**src/rtl/shader_spi_loader.sv**
```systemverilog
// Host-side SPI mode-0 master that loads the shader's program/config port from a byte stream.
// Every output is registered. Each byte read back on MISO is returned on rx_* after its 8th rising SCLK edge.
module shader_spi_loader #(
  parameter int CLK_DIV = 2
) (
  input  logic       clk,
  input  logic       rst,
  input  logic       tx_valid,
  output logic       tx_ready,
  input  logic [7:0] tx_data,
  input  logic       tx_last,
  output logic       rx_valid,
  output logic [7:0] rx_data,
  output logic       busy,
  output logic       spi_cs,
  output logic       spi_sclk,
  output logic       spi_mosi,
  input  logic       spi_miso
);

  localparam int CW = $clog2(CLK_DIV + 1);
  localparam logic [CW-1:0] CNT_MAX = CW'(CLK_DIV - 1);

  typedef enum logic [2:0] {
    S_IDLE, S_LEAD, S_HIGH, S_LOW, S_NEXT, S_TRAIL, S_GAP
  } state_t;

  state_t          r_state, w_state_next;
  logic [CW-1:0]   r_cnt, w_cnt_next;
  logic [2:0]      r_bit, w_bit_next;
  logic [6:0]      r_tx_sh, w_tx_sh_next;
  logic [7:0]      r_rx_sh, w_rx_sh_next;
  logic            r_last, w_last_next;
  logic            r_cs, w_cs_next;
  logic            r_sclk, w_sclk_next;
  logic            r_mosi, w_mosi_next;
  logic            r_rx_valid, w_rx_valid_next;
  logic [7:0]      r_rx_data, w_rx_data_next;
  logic            r_tx_ready;
  logic            r_busy;
  logic            w_accept;
  logic            w_cnt_end;

  assign w_accept  = tx_valid && r_tx_ready;
  assign w_cnt_end = (r_cnt == CNT_MAX);

  always_comb begin
    w_state_next    = r_state;
    w_cnt_next      = '0;
    w_bit_next      = r_bit;
    w_tx_sh_next    = r_tx_sh;
    w_rx_sh_next    = r_rx_sh;
    w_last_next     = r_last;
    w_cs_next       = r_cs;
    w_sclk_next     = r_sclk;
    w_mosi_next     = r_mosi;
    w_rx_valid_next = 1'b0;
    w_rx_data_next  = r_rx_data;

    unique case (r_state)
      S_IDLE, S_NEXT: begin
        w_sclk_next = 1'b0;
        if (r_state == S_IDLE) begin
          w_cs_next   = 1'b1;
          w_mosi_next = 1'b0;
        end
        if (w_accept) begin
          w_cs_next    = 1'b0;
          w_mosi_next  = tx_data[7];
          w_tx_sh_next = tx_data[6:0];
          w_last_next  = tx_last;
          w_bit_next   = 3'd0;
          w_state_next = S_LEAD;
        end
      end
      S_LEAD, S_LOW: begin
        w_cnt_next = w_cnt_end ? '0 : r_cnt + CW'(1);
        if (w_cnt_end) begin
          // rising edge: MISO is captured on the same clk edge that raises SCLK
          w_sclk_next  = 1'b1;
          w_rx_sh_next = {r_rx_sh[6:0], spi_miso};
          w_state_next = S_HIGH;
        end
      end
      S_HIGH: begin
        w_cnt_next = w_cnt_end ? '0 : r_cnt + CW'(1);
        if (w_cnt_end) begin
          w_sclk_next = 1'b0;
          if (r_bit == 3'd7) begin
            w_rx_data_next  = r_rx_sh;
            w_rx_valid_next = 1'b1;
            w_state_next    = r_last ? S_TRAIL : S_NEXT;
          end else begin
            w_bit_next   = r_bit + 3'd1;
            w_mosi_next  = r_tx_sh[6];
            w_tx_sh_next = {r_tx_sh[5:0], 1'b0};
            w_state_next = S_LOW;
          end
        end
      end
      S_TRAIL: begin
        w_cnt_next = w_cnt_end ? '0 : r_cnt + CW'(1);
        if (w_cnt_end) begin
          w_cs_next    = 1'b1;
          w_state_next = S_GAP;
        end
      end
      S_GAP: begin
        w_cnt_next = w_cnt_end ? '0 : r_cnt + CW'(1);
        if (w_cnt_end) w_state_next = S_IDLE;
      end
      default: w_state_next = S_IDLE;
    endcase
  end

  always_ff @(posedge clk) begin
    if (rst) begin
      r_state    <= S_IDLE;
      r_cnt      <= '0;
      r_bit      <= 3'd0;
      r_tx_sh    <= '0;
      r_rx_sh    <= '0;
      r_last     <= 1'b0;
      r_cs       <= 1'b1;
      r_sclk     <= 1'b0;
      r_mosi     <= 1'b0;
      r_rx_valid <= 1'b0;
      r_rx_data  <= '0;
      r_tx_ready <= 1'b0;
      r_busy     <= 1'b0;
    end else begin
      r_state    <= w_state_next;
      r_cnt      <= w_cnt_next;
      r_bit      <= w_bit_next;
      r_tx_sh    <= w_tx_sh_next;
      r_rx_sh    <= w_rx_sh_next;
      r_last     <= w_last_next;
      r_cs       <= w_cs_next;
      r_sclk     <= w_sclk_next;
      r_mosi     <= w_mosi_next;
      r_rx_valid <= w_rx_valid_next;
      r_rx_data  <= w_rx_data_next;
      // ready/busy are registered from the next state so they line up with it
      r_tx_ready <= (w_state_next == S_IDLE) || (w_state_next == S_NEXT);
      r_busy     <= (w_state_next != S_IDLE);
    end
  end

  assign tx_ready = r_tx_ready;
  assign rx_valid = r_rx_valid;
  assign rx_data  = r_rx_data;
  assign busy     = r_busy;
  assign spi_cs   = r_cs;
  assign spi_sclk = r_sclk;
  assign spi_mosi = r_mosi;

endmodule
```
**config.mk**
```make
export PLATFORM = sky130hd
export DESIGN_NAME = shader_spi_loader
export DESIGN_NICKNAME = d
export VERILOG_FILES = /design/src/rtl/shader_spi_loader.sv
export SDC_FILE = /design/constraint.sdc
export NUM_CORES = 1
export LEC_CHECK = 0
export BUFFER_PORTS_ARGS = -buffer_cell sky130_fd_sc_hd__buf_4
export CAP_MARGIN = 20
export CORE_MARGIN = 8
export CORE_UTILIZATION = 35
export CTS_CLUSTER_DIAMETER = 120
export DETAILED_ROUTE_END_ITERATION = 7
export PLACE_DENSITY = 0.66
export SYNTH_ARGS = -nofsm -noshare
export SYNTH_HDL_FRONTEND = slang
export SYNTH_SLANG_ARGS = --single-unit
```
**constraint.sdc**
```tcl
create_clock -name clk -period 3.7 [get_ports clk]
set_input_delay 0.185 -clock clk [delete_from_list [all_inputs] [get_ports clk]]
set_output_delay 0.185 -clock clk [all_outputs]
set_load 0.05 [all_outputs]
```
==> results of run 1 <==
==> state kept, by name, summed over array words and instances, names as in the netlist <==
name,count
tx_ready,1
busy,1
r_cnt,2
r_last,1
spi_mosi,1
r_tx_sh,7
rx_valid,1
rx_data,8
r_bit,3
spi_cs,1
spi_sclk,1
r_state,3
r_rx_sh,8
==> per-stage QoR <==
stage,cells,util (%),hold slack [ns]
floorplan,190,-,0.2847
global placement,271,40.58,0.4058
detailed placement,271,40.58,0.4136
CTS,279,43.58,0.1212
global route,279,43.58,0.1595
finish,279,43.58,0.1246
==> logic make-up after synthesis <==
kind of cell | Yosys count | share of synthesized area, %
AOI/OAI and AO/OA | 51 | 19.28
adders and majority gates | 7 | 5.054
buffers and inverters | 20 | 6.498
DFF | 38 | 43.90
muxes | 15 | 8.664
and+or+nand+nor | 59 | 16.61
==> routing by layer <==
metal  up-vias  GRT usage (%)
met4         0          6.103
met1       645          12.33
li1        706              -
met5         -              0
met3         5          2.741
met2        16          16.60
==> worst min path at each step <==
| stage | end | cells after the start | start |
|---|---|---|---|
| 2_1_floorplan | spi_cs | 2 | rst |
| 3_3_place_gp | r_cnt[0] | 1 | r_cnt[0] |
| 3_5_place_dp | r_cnt[0] | 1 | r_cnt[0] |
| 4_1_cts | r_rx_sh[0] | 3 | spi_miso |
| 5_1_grt | r_rx_sh[0] | 3 | spi_miso |
| 6_report | r_rx_sh[0] | 3 | spi_miso |
==> cell usage in the layout, fill, tap and decap left out, drive strengths merged, types with 2 or more instances in the layout <==
cell type	instances
dfxtp	38
buf	26
nand2	23
a21oi	23
nor2	19
mux2i	15
inv	8
o21ai	7
a311oi	7
ha	7
clkbuf	6
a31oi	4
nor2b	3
or3	3
o22ai	2
nor3	2
o211ai	2
bufinv	2
a21boi	2
nand2b	2
nand3b	2
==> power by group through the flow <==
stage | logic, mW | registers [mW] | clock network, mW
6_report | 0.155 | 0.450 | 0.438
3_3_place_gp | 0.154 | 0.459 | 0
2_1_floorplan | 0.102 | 0.476 | 0
4_1_cts | 0.155 | 0.450 | 0.448
3_5_place_dp | 0.155 | 0.459 | 0
5_1_grt | 0.175 | 0.452 | 0.460
==> layout make-up <==
| class | instances | area (um2) |
|---|---|---|
| well taps | 67 | 83.83 |
| flip-flops and latches | 38 | 760.7 |
| multi-input cells | 132 | 859.6 |
| inverters | 8 | 30.03 |
| fillers | 508 | 2683 |
| clock buffers | 6 | 82.58 |
| clock inverters | 2 | 60.06 |
| repair buffers | 26 | 195.2 |
==> worst max-delay path, cell delays in order, from the launching register on <==
cell and delay (ns):
dfxtp_1 0.42, inv_1 0.09, ha_1 0.35, a21boi_2 0.26
or3_1 0.32, a21oi_1 0.24, a31oi_1 0.12
==> synth_stat cells, drive strengths merged <==
cell     number  area [um2]
or2           1       6.260
nand3         1       5.000
o21a          1       7.510
o21ai         7       35.03
a21o          1       7.510
a21boi        2       18.77
nor2b         3       18.77
ha            7       87.58
nor2         19       73.82
a311oi        7       61.31
clkbuf        3       11.26
inv           8       30.03
buf           9       71.31
nand2        23       86.33
a31oi         4       25.02
o2bb2ai       1       27.53
nor3          2       10.01
dfxtp        38       760.7
a2bb2oi       1       8.760
and4          1       8.760
nand2b        2       20.02
o211ai        2       15.01
mux2i        15       150.1
nand4         1       6.260
o22ai         2       12.51
or3           3       18.77
nand3b        2       27.53
and3          1       6.260
a21oi        23       115.1
==> flow_summary.ini, run 1 <==
[run_status]
run_status = finished clean

[worst_setup_path]
startpoint = r_state[0]
worstPathArrival_ns = 2.09
endpoint_kind = flop
cp-start-kind = flop
reg2reg_to = busy
worstSetupPathType = flop to flop
reg2reg_slack_ns = 1.77
worstPathRequired_ns = 3.86
reg2reg_from = r_state[0]
endpoint = busy
reg2regPathDepth = 6
crit_fanout = 10

[route]
top_layer_used = met4
wl_met2_um = 1702
dr.pass1.iters = 4
vias = 1372
detail_route.wl_per_cell_um = 12.90
wl_met1_um = 1705
detail-route-antenna-nets = 0
drc = 0
vias_per_cell = 4.918
drt_iter0_drc = 163
drt_wl_total_um = 3600
dr_wl_met3_um = 114

[global_route]
grt_pass1_wl_um = 6230
grt_overflow = 0
grt_pass1_vias = 1351
antenna_found_initial = 0
grtUsageTotal_pct = 10.43
grt_max_degree = 33

[clock_tree]
h-tree-depth = 2
postCtsHoldBufs = 0
root_buffer = clkbuf_8
cts_made_buffers = 5
cts_resized = 0
post_cts_buffers = 0
cts_tree = built
cts_num_sinks = 38
clock_path_buffers = 2
insertion_delay_ns = 0.29
path_clk_slew_ns = 0.08

[power]
ir_drop_v = 0.0001982
comb_power_share_pct = 14.9
p_int_mw = 0.7808
p_total_mw = 1.042
p_per_area_nw_per_um2 = 503.0
clkPwrFrac_pct = 42.0
sequentialPowerShare_pct = 43.1
p_sw_mw = 0.2614
p_leak_nw = 0.9400
p_sw_share_pct = 25.08

[die]
initial_utilization_pct = 36.45
core_um2 = 4755
die_h_um = 86.37
io_pins = 27
dieArea_um2 = 7459
chipWidth_um = 86.37
placementRows = 25

[placement]
dp_slack_ns = 1.781
place_congestion = 0.8552
numPortBuffers = 26
placed_area_um2 = 1929
dpl.hpwl_um = 2535

[synth]
synthesis.nets = 210
synth-seq-cells = 38
synthCells = 190
syn_area_um2 = 1733
syn_area_per_cell_um2 = 9.121
yosysSeqAreaShare_pct = 43.90
yosys.cell_types.count = 35
ys_warn_count = 0

[sta]
finalSetupViolations = 0
slew_viol_final = 0
fin_tns_setup_ns = 0
period_needed_ns = 1.927
finalCritPeriodShare_pct = 52.08
worst_slack_ns = 1.773
relSlewSlack_pct = 71.14
fmax_mhz = 518.9
hold_viol = 0
rsz0062_at_grt = false
skew_ns = 0.005915
max_slew.worst_pin.slew_ns = 0.4318

[hold_path]
hold_class = input port to flop

[finish]
fin_nets = 231
diodes = 0
area_delta_synth_final_pct = 19.57
drive_gt1_share_pct = 18.87
fin_area_um2 = 2072

[flow_run]
cap_viol_max_count = 0
No activity file was read; power rests on OpenSTA's default activity.
==> run 2, diff against run 1 <==
PLACE_DENSITY = 0.68   (was 0.66)
clock period = 1.7 ns   (was 3.7 ns; I/O delays follow)
==> flow_summary.ini, run 2 (synthesis gave the netlist of run 1 again) <==
[sta]
slew_viol_final = 0
finalCritPeriodShare_pct = 95.95
rsz0062_at_grt = true
relSlewSlack_pct = 77.67
whs_ns = 0.03868
period_needed_ns = 1.631
fin_tns_setup_ns = 0
fmax_mhz = 613.1
skew_ns = 0.006860
hold_viol = 0
max_slew.worst_pin.slew_ns = 0.3330
finalSetupViolations = 0

[worst_setup_path]
crit_path_frequent_cell = a31oi_1
cp-start-kind = flop
crit_slowest_cell = or3_1
worstPathArrival_ns = 1.78
reg2reg_from = r_state[1]
worstSetupPathType = flop to flop
worstPathRequired_ns = 1.85
path_depth = 5
reg2reg_to = busy
critPathTopFamily = compound AO/OA/AOI/OAI gates
reg2regPathDepth = 5
critical_path.max_stage_delay_ns = 0.41
cp_num_buf_inv = 1
crit_fanout = 5
endpoint_kind = flop
reg2reg_slack_ns = 0.07
path_cells = inv_1 > ha_1 > or3_1 > a31oi_1 > a31oi_1

[route]
drc = 0
drt_wl_total_um = 3714
drt_iter0_drc = 113
detail_route.wl_per_cell_um = 12.85
vias_per_cell = 4.820
detail-route-antenna-nets = 0
vias = 1393
dr.pass1.iters = 4

[clock_tree]
root_buffer = clkbuf_8
cts_num_sinks = 38
h-tree-depth = 2
cts_made_buffers = 5
cts_tree = built
path_clk_slew_ns = 0.07
insertion_delay_ns = 0.28
postCtsHoldBufs = 0
clock_path_buffers = 2

[power]
ir_drop_v = 0.0003718
p_leak_nw = 0.9805
p_per_area_nw_per_um2 = 927.8
p_total_mw = 2.008

[hold_path]
worst_hold_path.endpoint = r_rx_sh[0]
hold_class = input port to flop
worst_hold_path.num_cells = 3
hold_start = spi_miso

[finish]
final_common_cell = dfxtp_1
area_delta_synth_final_pct = 24.91
drive_gt1_share_pct = 26.13
fin_area_um2 = 2165
final_cell_mix = dfxtp_1, buf_4, nand2_1
diodes = 0
fin_nets = 241

[global_route]
antenna_found_initial = 0
grt_max_degree = 33
grt_pass1_vias = 1362
grt_pass1_wl_um = 6306
grt_overflow = 0
grtUsageTotal_pct = 10.39

[run_status]
run_status = finished clean

[die]
io_pins = 27
initial_utilization_pct = 36.45
die_h_um = 86.37
chipWidth_um = 86.37
core_um2 = 4755
placementRows = 25
dieArea_um2 = 7459

[flow_run]
cap_viol_max_count = 0

[placement]
placed_area_um2 = 2042
numPortBuffers = 26
dpl.hpwl_um = 2694
place_congestion = 0.8620
run 2: changes by cell type in the layout (fill, tap and decap cells not counted), sizes merged:
cell	change
clkinvlp	+1
bufinv	-2
clkinv	+1
buf	+10
run 2: layout make-up:
| cell class | instances | area (um2) |
|---|---|---|
| clock buffers | 6 | 82.58 |
| clock inverters | 2 | 12.51 |
| fillers | 467 | 2590 |
| inverters | 8 | 30.03 |
| multi-input cells | 132 | 884.6 |
| flip-flops and latches | 38 | 763.2 |
| well taps | 67 | 83.83 |
| repair buffers | 36 | 307.8 |
run 2: per-layer routing:
layer	global-route usage (%)	vias up	share of wire (%)
met5	0	-	0
met4	3.286	0	1.0
met3	3.497	2	5.3
met2	17.15	31	48
met1	12.31	640	46
li1	-	720	-
run 2: worst max path at each step:
stage	slack (ns)	end	start
after floorplan	0.02	busy	r_state[0]
after global placement	0.04	tx_ready	r_state[0]
after detailed placement	-0.002	busy	r_state[0]
after CTS	0.01	busy	r_state[1]
after global routing	-0.04	busy	r_bit[0]
final	0.07	busy	r_state[1]
run 2: power by group:
group	switching [mW]	internal, mW
sequential	0.0352	0.944
combinational	0.221	0.169
clock	0.313	0.326
run 2: repair_timing:
item,CTS,global route
pin swaps,0,4
setup endpoints to repair,2,22
gates resized for setup,1,7
buffers inserted,0,0
run 2: through the flow:
stage	worst slack (ns)	utilization, %	std cells
after floorplan	0.01758	-	190
after global placement	0.03934	42.95	281
after detailed placement	-0.001648	42.95	281
after CTS	0.01388	44.97	289
after global routing	-0.04000	45.53	289
final	0.06892	45.53	289
run 2: tightest hold or removal path, delay by kind of cell:
kind	cells	cell delay (ns)
simple gates	1	0.07
buf+inv	1	0.08
mux	1	0.05
==> run 3, diff against run 2 <==
BUFFER_PORTS_ARGS = default   (was -buffer_cell sky130_fd_sc_hd__buf_4)
CTS_BUF_LIST = sky130_fd_sc_hd__clkbuf_8   (was default)
DONT_BUFFER_PORTS = 1   (was default)
PLACE_DENSITY = 0.63   (was 0.68)
==> flow_summary.ini, run 3 (synthesis gave the netlist of run 1 again) <==
[clock_tree]
insertion_delay_ns = 0.29
cts_tree = built
cts_num_sinks = 38
h-tree-depth = 2
cts_made_buffers = 5
root_buffer = clkbuf_8
clock_path_buffers = 2
path_clk_slew_ns = 0.07

[route]
detail_route.wl_per_cell_um = 13.36
vias = 1377
drc = 0
dr.pass1.iters = 4
drt_iter0_drc = 97
drt_wl_total_um = 3702
detail-route-antenna-nets = 0
vias_per_cell = 4.971

[worst_setup_path]
path_cells = inv_1 > ha_1 > or3_1 > a31oi_2 > and3_1
crit_fanout = 4
cp_num_buf_inv = 1
critical_path.max_stage_delay_ns = 0.42
worstPathArrival_ns = 1.82
worstSetupPathType = flop to flop
critPathTopFamily = simple AND/OR/NAND/NOR gates
worstPathRequired_ns = 1.93
endpoint_kind = flop
cp-start-kind = flop
crit_slowest_cell = or3_1

[global_route]
grt_max_degree = 32
grtUsageTotal_pct = 10.70
grt_overflow = 0
grt_pass1_wl_um = 6410
antenna_found_initial = 0
grt_pass1_vias = 1403

[finish]
area_delta_synth_final_pct = 22.82
final_util_pct = 44.76
final_common_cell = dfxtp_1
diodes = 0
fin_area_um2 = 2128
fin_nets = 229
final_cell_mix = dfxtp_1, nand2_1, a21oi_1
drive_gt1_share_pct = 20.00
fin_cells = 277
nFillCells = 473

[die]
die_h_um = 86.37
core_um2 = 4755
placementRows = 25
chipWidth_um = 86.37
dieArea_um2 = 7459
initial_utilization_pct = 36.45
io_pins = 27

[sta]
period_needed_ns = 1.589
slew_viol_final = 0
hold_viol = 0
fin_tns_setup_ns = 0
finalSetupViolations = 0
rsz0062_at_grt = true
fmax_mhz = 629.4
whs_ns = 0.03316
finalCritPeriodShare_pct = 93.47
max_slew.worst_pin.slew_ns = 0.5415
relSlewSlack_pct = 63.85
skew_ns = 0.005990

[power]
p_leak_nw = 0.9374
p_sw_share_pct = 24.76
clkPwrFrac_pct = 40.9
sequentialPowerShare_pct = 43.4
p_int_mw = 1.736
comb_power_share_pct = 15.8
p_per_area_nw_per_um2 = 1084
p_sw_mw = 0.5714
ir_drop_v = 0.0003771

[hold_path]
hold_class = input port to flop

[placement]
place_congestion = 0.8471
dpl.hpwl_um = 2685
numPortBuffers = 0
placed_area_um2 = 1909
dp_cells = 265

[run_status]
run_status = finished clean

[flow_run]
cap_viol_max_count = 0
-- run 3: cell types whose count changed in the layout (fill, tap and decap cells not counted), sizes merged --
cell         delta
clkinvlp        -1
bufinv          +2
dlygate4sd3     +3
clkinv          -1
buf            -15
-- run 3: worst paths after layout --
check	start	endpoint	slack, ns	depth (start not counted)
worst max-delay path	r_state[1]	tx_ready	0.11	5
worst min register to register	r_cnt[0]	r_cnt[0]	0.42	1
worst max register to register	r_state[1]	tx_ready	0.11	5
worst min-delay path	rst	tx_ready	0.03	2
-- run 3: power groups by stage --
stage,clock network (mW),logic (mW),registers (mW)
6_report,0.943,0.364,1.00
5_1_grt,1.01,0.405,1.01
3_5_place_dp,0,0.336,1.02
2_1_floorplan,0,0.222,1.04
4_1_cts,0.968,0.361,0.997
3_3_place_gp,0,0.331,1.02
-- run 3: layout make-up --
type | count | area [um2] | area share [%]
Multi-Input combinational cell | 132 | 880.8 | 41.39
Sequential cell | 38 | 765.7 | 35.98
Timing Repair Buffer | 24 | 225.2 | 10.58
Tap cell | 67 | 83.83 | 3.939
Clock buffer | 6 | 82.58 | 3.880
Clock inverter | 2 | 60.06 | 2.822
Inverter | 8 | 30.03 | 1.411
-- run 3: layer usage --
metal / track usage, % / vias to the layer above / share of wire (%)
met1: 11.84 / 649 / 44
met5: 0 / - / 0
met4: 5.634 / 0 / 1.9
li1: - / 699 / -
met3: 2.930 / 6 / 4.0
met2: 18.19 / 23 / 50
-- run 3: stage by stage --
step	total power, mW	setup slack, ns
floorplan	1.259	0.01758
global placement	1.350	0.04796
detailed placement	1.354	0.004189
CTS	2.327	0.009038
global route	2.426	-0.004870
finish	2.307	0.1111
-- run 3: repair_timing --
| action | CTS | global route |
|---|---|---|
| hold buffers | 4 | 0 |
| pin swaps | 0 | 4 |
| buffers inserted | 0 | 0 |
| setup endpoints to repair | 1 | 20 |
| endpoints found under the hold margin | 31 | 0 |
| gates cloned | 0 | 0 |
| resized for setup | 1 | 7 |
